`config.mk`:
```
export PLATFORM = sky130hd
export DESIGN_NAME = cmp_branch_ctrl
export DESIGN_NICKNAME = d
export VERILOG_FILES = /design/src/rtl/hap_isa_pkg.sv /design/src/rtl/branch_resolve.sv /design/src/rtl/cmp_branch_ctrl.sv
export SDC_FILE = /design/constraint.sdc
export NUM_CORES = 1
export LEC_CHECK = 0
export BUFFER_PORTS_ARGS = -buffer_cell sky130_fd_sc_hd__buf_2
export CORE_ASPECT_RATIO = 0.5
export CORE_MARGIN = 2
export CORE_UTILIZATION = 50
export DETAILED_ROUTE_END_ITERATION = 7
export GPL_ROUTABILITY_DRIVEN = 0
export HOLD_SLACK_MARGIN = 0.08
export PLACE_DENSITY = 0.77
export SYNTH_ARGS = -nofsm -noshare
export SYNTH_HDL_FRONTEND = slang
export SYNTH_SLANG_ARGS = --single-unit
```
`constraint.sdc`:
```
create_clock -name clk -period 1.92 [get_ports clk]
set_input_delay 0.096 -clock clk [delete_from_list [all_inputs] [get_ports clk]]
set_output_delay 0.096 -clock clk [all_outputs]
set_load 0.01 [all_outputs]
```
`src/rtl/hap_isa_pkg.sv`:
```
// HAP ISA definitions shared by the branch controller and the decode stage.
package hap_isa_pkg;

   localparam logic [4:0] OP_LT   = 5'b01011;
   localparam logic [4:0] OP_GT   = 5'b01100;
   localparam logic [4:0] OP_EQ   = 5'b01101;
   localparam logic [4:0] OP_GTE  = 5'b01110;
   localparam logic [4:0] OP_LTE  = 5'b01111;
   localparam logic [4:0] OP_NE   = 5'b10000;
   localparam logic [4:0] OP_JMP  = 5'b10001;
   localparam logic [4:0] OP_BRT  = 5'b10010;
   localparam logic [4:0] OP_BRF  = 5'b10011;
   localparam logic [4:0] OP_HALT = 5'b11111;

   typedef enum logic [1:0] {
      ST_RUN   = 2'd0,
      ST_FLUSH = 2'd1,
      ST_HALT  = 2'd2
   } ctrl_state_e;

   // True for any opcode that writes the condition flag.
   function automatic logic is_cmp(input logic [4:0] op);
      return (op >= OP_LT) && (op <= OP_NE);
   endfunction

endpackage

```
`src/rtl/branch_resolve.sv`:
```
// Combinational opcode classification and branch decision against the flag.
module branch_resolve
   import hap_isa_pkg::*;
(
   input  logic [4:0] opcode,
   input  logic       flag,
   output logic       taken,
   output logic       cmp_op,
   output logic       halt_op
);

   // Decode the opcode class and whether a branch would be taken.
   always_comb begin
      taken   = 1'b0;
      cmp_op  = is_cmp(opcode);
      halt_op = (opcode == OP_HALT);
      case (opcode)
         OP_JMP:  taken = 1'b1;
         OP_BRT:  taken = flag;
         OP_BRF:  taken = ~flag;
         default: taken = 1'b0;
      endcase
   end

endmodule

```
`src/rtl/cmp_branch_ctrl.sv`:
```
// Compare-flag latch, branch resolution, PC ownership and flush sequencing.
module cmp_branch_ctrl
   import hap_isa_pkg::*;
#(
   parameter int unsigned PC_W      = 8,
   parameter int unsigned FLUSH_CYC = 2,
   parameter logic [PC_W-1:0] RESET_PC = '0
) (
   input  logic            clk,
   input  logic            rst_n,
   input  logic            instr_valid_i,
   output logic            instr_ready_o,
   input  logic [4:0]      opcode_i,
   input  logic [PC_W-1:0] target_i,
   input  logic [2:0]      cmp_rd_i,
   output logic [PC_W-1:0] pc_o,
   output logic            flag_o,
   output logic            flush_o,
   output logic            halted_o,
   output logic [7:0]      taken_cnt_o
);

   if (FLUSH_CYC < 1 || FLUSH_CYC > 7) begin : g_bad_flush_cyc
      $error("cmp_branch_ctrl: FLUSH_CYC must be in 1..7");
   end

   ctrl_state_e     state_q, state_d;
   logic [PC_W-1:0] pc_q, pc_d;
   logic            flag_q, flag_d;
   logic            flush_q, flush_d;
   logic            halted_q, halted_d;
   logic [7:0]      cnt_q, cnt_d;
   logic [2:0]      fcnt_q, fcnt_d;

   logic            taken, cmp_op, halt_op;

   branch_resolve u_resolve (
      .opcode  (opcode_i),
      .flag    (flag_q),
      .taken   (taken),
      .cmp_op  (cmp_op),
      .halt_op (halt_op)
   );

   // State and architectural registers; reset wins at any time.
   always_ff @(posedge clk or negedge rst_n) begin
      if (!rst_n) begin
         state_q  <= ST_RUN;
         pc_q     <= RESET_PC;
         flag_q   <= 1'b0;
         flush_q  <= 1'b0;
         halted_q <= 1'b0;
         cnt_q    <= '0;
         fcnt_q   <= '0;
      end else begin
         state_q  <= state_d;
         pc_q     <= pc_d;
         flag_q   <= flag_d;
         flush_q  <= flush_d;
         halted_q <= halted_d;
         cnt_q    <= cnt_d;
         fcnt_q   <= fcnt_d;
      end
   end

   // Next-state logic: accept in RUN, count down in FLUSH, park in HALT.
   always_comb begin
      state_d  = state_q;
      pc_d     = pc_q;
      flag_d   = flag_q;
      flush_d  = flush_q;
      halted_d = halted_q;
      cnt_d    = cnt_q;
      fcnt_d   = fcnt_q;
      case (state_q)
         ST_RUN: begin
            if (instr_valid_i) begin
               if (cmp_op) flag_d = |cmp_rd_i;
               if (halt_op) begin
                  state_d  = ST_HALT;
                  halted_d = 1'b1;
               end else if (taken) begin
                  pc_d    = target_i;
                  cnt_d   = cnt_q + 8'd1;
                  flush_d = 1'b1;
                  state_d = ST_FLUSH;
                  fcnt_d  = 3'(FLUSH_CYC - 1);
               end else begin
                  pc_d = pc_q + PC_W'(1);
               end
            end
         end
         ST_FLUSH: begin
            if (fcnt_q == '0) begin
               state_d = ST_RUN;
               flush_d = 1'b0;
            end else begin
               fcnt_d = fcnt_q - 3'd1;
            end
         end
         ST_HALT: begin
            flush_d = 1'b0;
         end
         default: begin
            state_d = ST_RUN;
            flush_d = 1'b0;
         end
      endcase
   end

   assign instr_ready_o = (state_q == ST_RUN);
   assign pc_o          = pc_q;
   assign flag_o        = flag_q;
   assign flush_o       = flush_q;
   assign halted_o      = halted_q;
   assign taken_cnt_o   = cnt_q;

endmodule

```
== Word level (Yosys, flattened, before mapping) ==
Index checks and enable logic that the tools add are counted.

* Bits in registers: 24
* Output and inout port bits: 20
* Logic and storage cells: 56

* Add/sub/neg operators: 3
* Magnitude comparators: 2
* Equal/unequal tests: 12
* Mux-type cells: 17
* Bitwise gates (word level): 3
* Reductions and logical operators: 12

{| class="wikitable"
|+ Operators with widths
! kind !! count
|-
| == test 5 bit (second input constant) || 4
|-
| adder 8 x 1 -> 8 bit (second input constant) || 2
|-
| two-way mux 3 bit || 4
|-
| AND reduction 4 bit || 3
|-
| AND reduction 3 bit || 3
|-
| two-way mux 2 bit || 4
|-
| two-way mux 8 bit || 1
|-
| != test 2 bit (second input constant) || 4
|-
| case mux 2 bit (3 select lines) || 1
|-
| case mux 3 bit (2 select lines) || 1
|-
| >= comparator 5 x 4 -> 1 bit (second input constant) || 1
|-
| <= comparator 5 bit (second input constant) || 1
|-
| AND reduction 5 bit || 1
|-
| two-way mux 1 bit || 4
|-
| logical NOT 3 bit || 1
|-
| != test 3 x 1 -> 1 bit (second input constant) || 1
|-
| inverter 1 bit || 3
|-
| case mux 1 bit (3 select lines) || 1
|-
| OR reduction 3 bit || 1
|-
| subtractor 3 x 1 -> 3 bit (second input constant) || 1
|-
| == test 2 x 1 -> 1 bit (second input constant) || 1
|-
| == test 2 bit (second input constant) || 1
|-
| logical NOT 2 bit || 1
|-
| != test 2 x 1 -> 1 bit (second input constant) || 1
|-
| other kinds (3) || 3
|}

== Longest topological paths before layout ==
* Word-level depth: 6
* Mapped depth: 6

== Hierarchy ==
From an unflattened synthesis, not the netlist that was laid out.

* Cell total of the unflattened synthesis: 138
* Area, all modules: 1391.3 µm²

{| class="wikitable"
|+ By module, submodules not included
! module !! times used !! cells each !! area each (µm²) !! sequential area each (µm²)
|-
| cmp_branch_ctrl || 1 || 128 || 1325.0 || 600.6
|-
| branch_resolve || 1 || 10 || 66.3 || 0.0
|}

== Worst setup path before layout ==
No wires, ideal clock.

* Kind: flip-flop to flip-flop
* Start: register state_q[1]
* End: register cnt_q[1], in the netlist taken_cnt_o[1]
* Setup time: 125 ps
* Arrival time: 1520 ps
* Setup slack: 275 ps
* Cell stages (with the launch flop): 4
* Path through: dfrtp_1 > or3b_1 > a211oi_4 > mux2_2

* Word-level cells in the longest chain between the ends: 2

{| class="wikitable"
|+ Ends and longest elaborated chain
! what !! RTL line !! text
|-
| from (decl) || cmp_branch_ctrl.sv:27 || <nowiki>ctrl_state_e state_q, state_d;</nowiki>
|-
| from (signal assigned) || cmp_branch_ctrl.sv:56 || <nowiki>state_q <= state_d;</nowiki>
|-
| logical NOT 2 bit || cmp_branch_ctrl.sv:75 || <nowiki>case (state_q)</nowiki>
|-
| AND reduction 4 bit (no source line) || -- ||
|-
| to (signal assigned) || cmp_branch_ctrl.sv:61 || <nowiki>cnt_q <= cnt_d;</nowiki>
|-
| to (decl) || cmp_branch_ctrl.sv:32 || <nowiki>logic [7:0] cnt_q, cnt_d;</nowiki>
|}

No other way between the ends.
A chain may end at the register's enable or synchronous reset.

== Worst setup path in the final report ==
Ends and elaborated chain as after synthesis.

==> results.md <==
- Vias: 1111
- Critical path class: reg -> reg
- Post-DRT Antenna Nets: 0
- Commonest cells in the netlist: dfrtp_1 (24), nand2_1 (12), a21oi_1 (7), mux2i_1 (7)
- Clock-pin slew on the worst setup and hold paths: 90 ps
- Starting Density: 0.514
- CTS tree: yes
- Count of warnings emitted by yosys: 0
- Setup TNS: 0 ps
- Placed inst area: 0.00154 mm2
- Gr usage total: 0.186
- Top cell type by total area after synthesis: dfrtp_1
- Layout Skew: 11.0 ps
- Register area share after synthesis: 0.461
- Clk buf depth: 2
- Final HPWL DP: 2000 um
- Synth-to-layout area growth: 25.1%
- Max-slew violations: 0
- Ports: 39
- DR pass1 iterations: 4
- Internal power: 1.32 mW
- Hold Path Class: in -> reg
- Startpoint Class: register
- Die X: 76.2 um
- LEAKAGE: 0.812 nW
- Reg2Reg Launch Point: state_q[1]
- Status: finished clean
- Count of final setup violators: 0
- Slowest stage delay, CP: 470 ps
- Wire per inst: 13.2 um
- Clk sinks: 24
- Initial antenna violation count: 0
- Final period util: 0.915
- Net Count, Synth: 149
- Worst Slack Setup Final: 163 ps
- Hold Path Depth: 3
- TritonCTS Buffers: 3
- Post-route cell area: 0.00163 mm2
- Mapped Cells: 126
- CP Capture Type: register
- Worst-margin pin slew: 541 ps
- Post-Syn Area: 0.00130 mm2
- Slowest CP cell: or3b_1
- CP arrival: 1920 ps
- Netlist cell types: 40
- Reg2reg end: taken_cnt_o[1]
- Die area: 0.00306 mm2
- Via/cell ratio: 5.37
- RSZ-0062 raised after global routing: no
- Sw Pwr: 0.762 mW
- Primary FF master, synth: dfrtp_1
- Synth top area share: 0.461
- Row cnt: 13
- Root Buffer: clkbuf_8
- Rel. slew slack: 0.639
- Vias in the first global route: 960
- Post-route minimum period: 1760 ps
- Critical path required time: 2090 ps
- Fin. Hold Viols: 0
- VDD IR-drop max: 1.09 mV
- Clock Latency Late Sink: 270 ps
- Hold EP: pc_o[5]
- Switching share of power: 0.367
- Fillers: 209
- Layout Utilization: 0.643
- Min-delay src: target_i[5]
- H-Tree Depth: 1
- DR iter-0 viols: 54
- Nets: 194
- First-pass GRT wire length: 4300 um
- CP max FO: 6
- Core area: 0.00254 mm2
- Worst Reg2Reg Path Length in Cells: 3
- Power per standard cell area: 1270 mW/mm2
- Yosys reg bits: 24
- Fin cells: 207
- Synth area leaders: dfrtp_1 (46%), mux2i_1 (5.4%), ha_1 (3.8%), nand2_1 (3.5%), a21oi_1 (2.7%)
- CP startpoint: state_q[1]
- Average size of a mapped cell: 10.3 um2
- Die Ht: 40.1 um
- Post-synth EDFFs: 0
- Critical Path, Cell by Cell: or3b_1 -> a211oi_4 -> mux2_2
- Post-synth ARST share: 1.00
- # DRC: 0
- GR Overflow Total: 0
- Most common cell in the netlist: dfrtp_1
- Share of cells above drive strength 1: 0.312
- Dpl ws: 165 ps
- Largest net degree at the start of global routing: 25
- Max Cap Viol: 0
- Combinational share of power: 0.375
- Cells after DPL: 201
- Max Fclk: 569 MHz
- Sequential Power Share: 0.410
- Reg2reg setup slack: 160 ps
- Port bufs: 38
- Final WL: 2730 um
- ANT cells: 0
- Clock Power Share: 0.215
-- cells by family after synthesis --
kind of cell / after synthesis / share of synthesized area
simple gates: 44 / 0.187
compound gates: 32 / 0.179
flops: 24 / 0.461
mux: 8 / 0.0624
xor+xnor: 7 / 0.0470
buf+inv: 7 / 0.0259
fa+ha+maj: 4 / 0.0384
-- placed cells by master (no fill, tap or decap), types with 3 or more instances in the layout --
cell type  count
nand3_1        6
ha_1           4
nand2b_1       3
o21ai_0        6
inv_1          5
xnor2_1        3
clkbuf_8       3
nor2_1         4
buf_2         38
xor2_1         4
dfrtp_1       24
nand2_1       12
nand4_1        3
nor3_1         4
mux2i_1        7
a21oi_1        7
-- per-layer routing --
| layer | vias to the layer above | share of wire | track usage | wire length (um) |
|---|---|---|---|---|
| li1 | 551 | - | - | - |
| met1 | 533 | 0.46 | 0.233 | 1270 |
| met2 | 27 | 0.49 | 0.343 | 1340 |
| met3 | 0 | 0.045 | 0.0563 | 124 |
| met4 | 0 | 0 | 0.0273 | 0 |
| met5 | - | 0 | 0 | 0 |
-- final cells by class --
class,count,area (um2),area share
Sequential cell,24,601,0.368
Inverter,5,18.8,0.0115
Timing Repair Buffer,42,225,0.138
Clock buffer,3,41.3,0.0253
Clock inverter,1,30.0,0.0184
Tap cell,37,46.3,0.0284
Multi-Input combinational cell,95,669,0.410
-- per-stage QoR --
stage,hold WS (ps),power (mW)
finish,104,2.08
global route,110,2.24
CTS,109,2.09
global placement,107,1.62
detailed placement,117,1.64
floorplan,-200,1.35
-- power by group through the flow --
stage | logic, mW | clock network (mW) | registers [mW]
2_1_floorplan | 0.455 | 0 | 0.892
3_5_place_dp | 0.779 | 0 | 0.860
5_1_grt | 0.871 | 0.481 | 0.883
3_3_place_gp | 0.768 | 0 | 0.850
6_report | 0.779 | 0.447 | 0.852
4_1_cts | 0.784 | 0.451 | 0.852
-- registers in the layout, indices dropped and copies added (netlist names) --
signal,flops
taken_cnt_o,8
fcnt_q,3
state_q,2
flush_o,1
flag_o,1
halted_o,1
pc_o,8
-- worst max path at each step --
stage	to	depth (start not counted)
6_report	taken_cnt_o[1]	3
5_1_grt	taken_cnt_o[1]	3
4_1_cts	taken_cnt_o[1]	3
3_5_place_dp	taken_cnt_o[1]	3
3_3_place_gp	taken_cnt_o[1]	3
2_1_floorplan	taken_cnt_o[1]	3
-- critical path, delay by kind of cell, from the launching register on --
kind | cells | cell delay [ps]
AOI/OAI and AO/OA | 1 | 380
muxes | 1 | 370
DFF | 1 | 440
and+or+nand+nor | 1 | 470
-- what timing repair did --
| action | CTS | global route |
|---|---|---|
| buffers inserted | 0 | 0 |
| resized for setup | 0 | 0 |
| hold buffers | 2 | 0 |
| hold endpoints to repair | 25 | 0 |
Power figures use the tool's default switching activity.
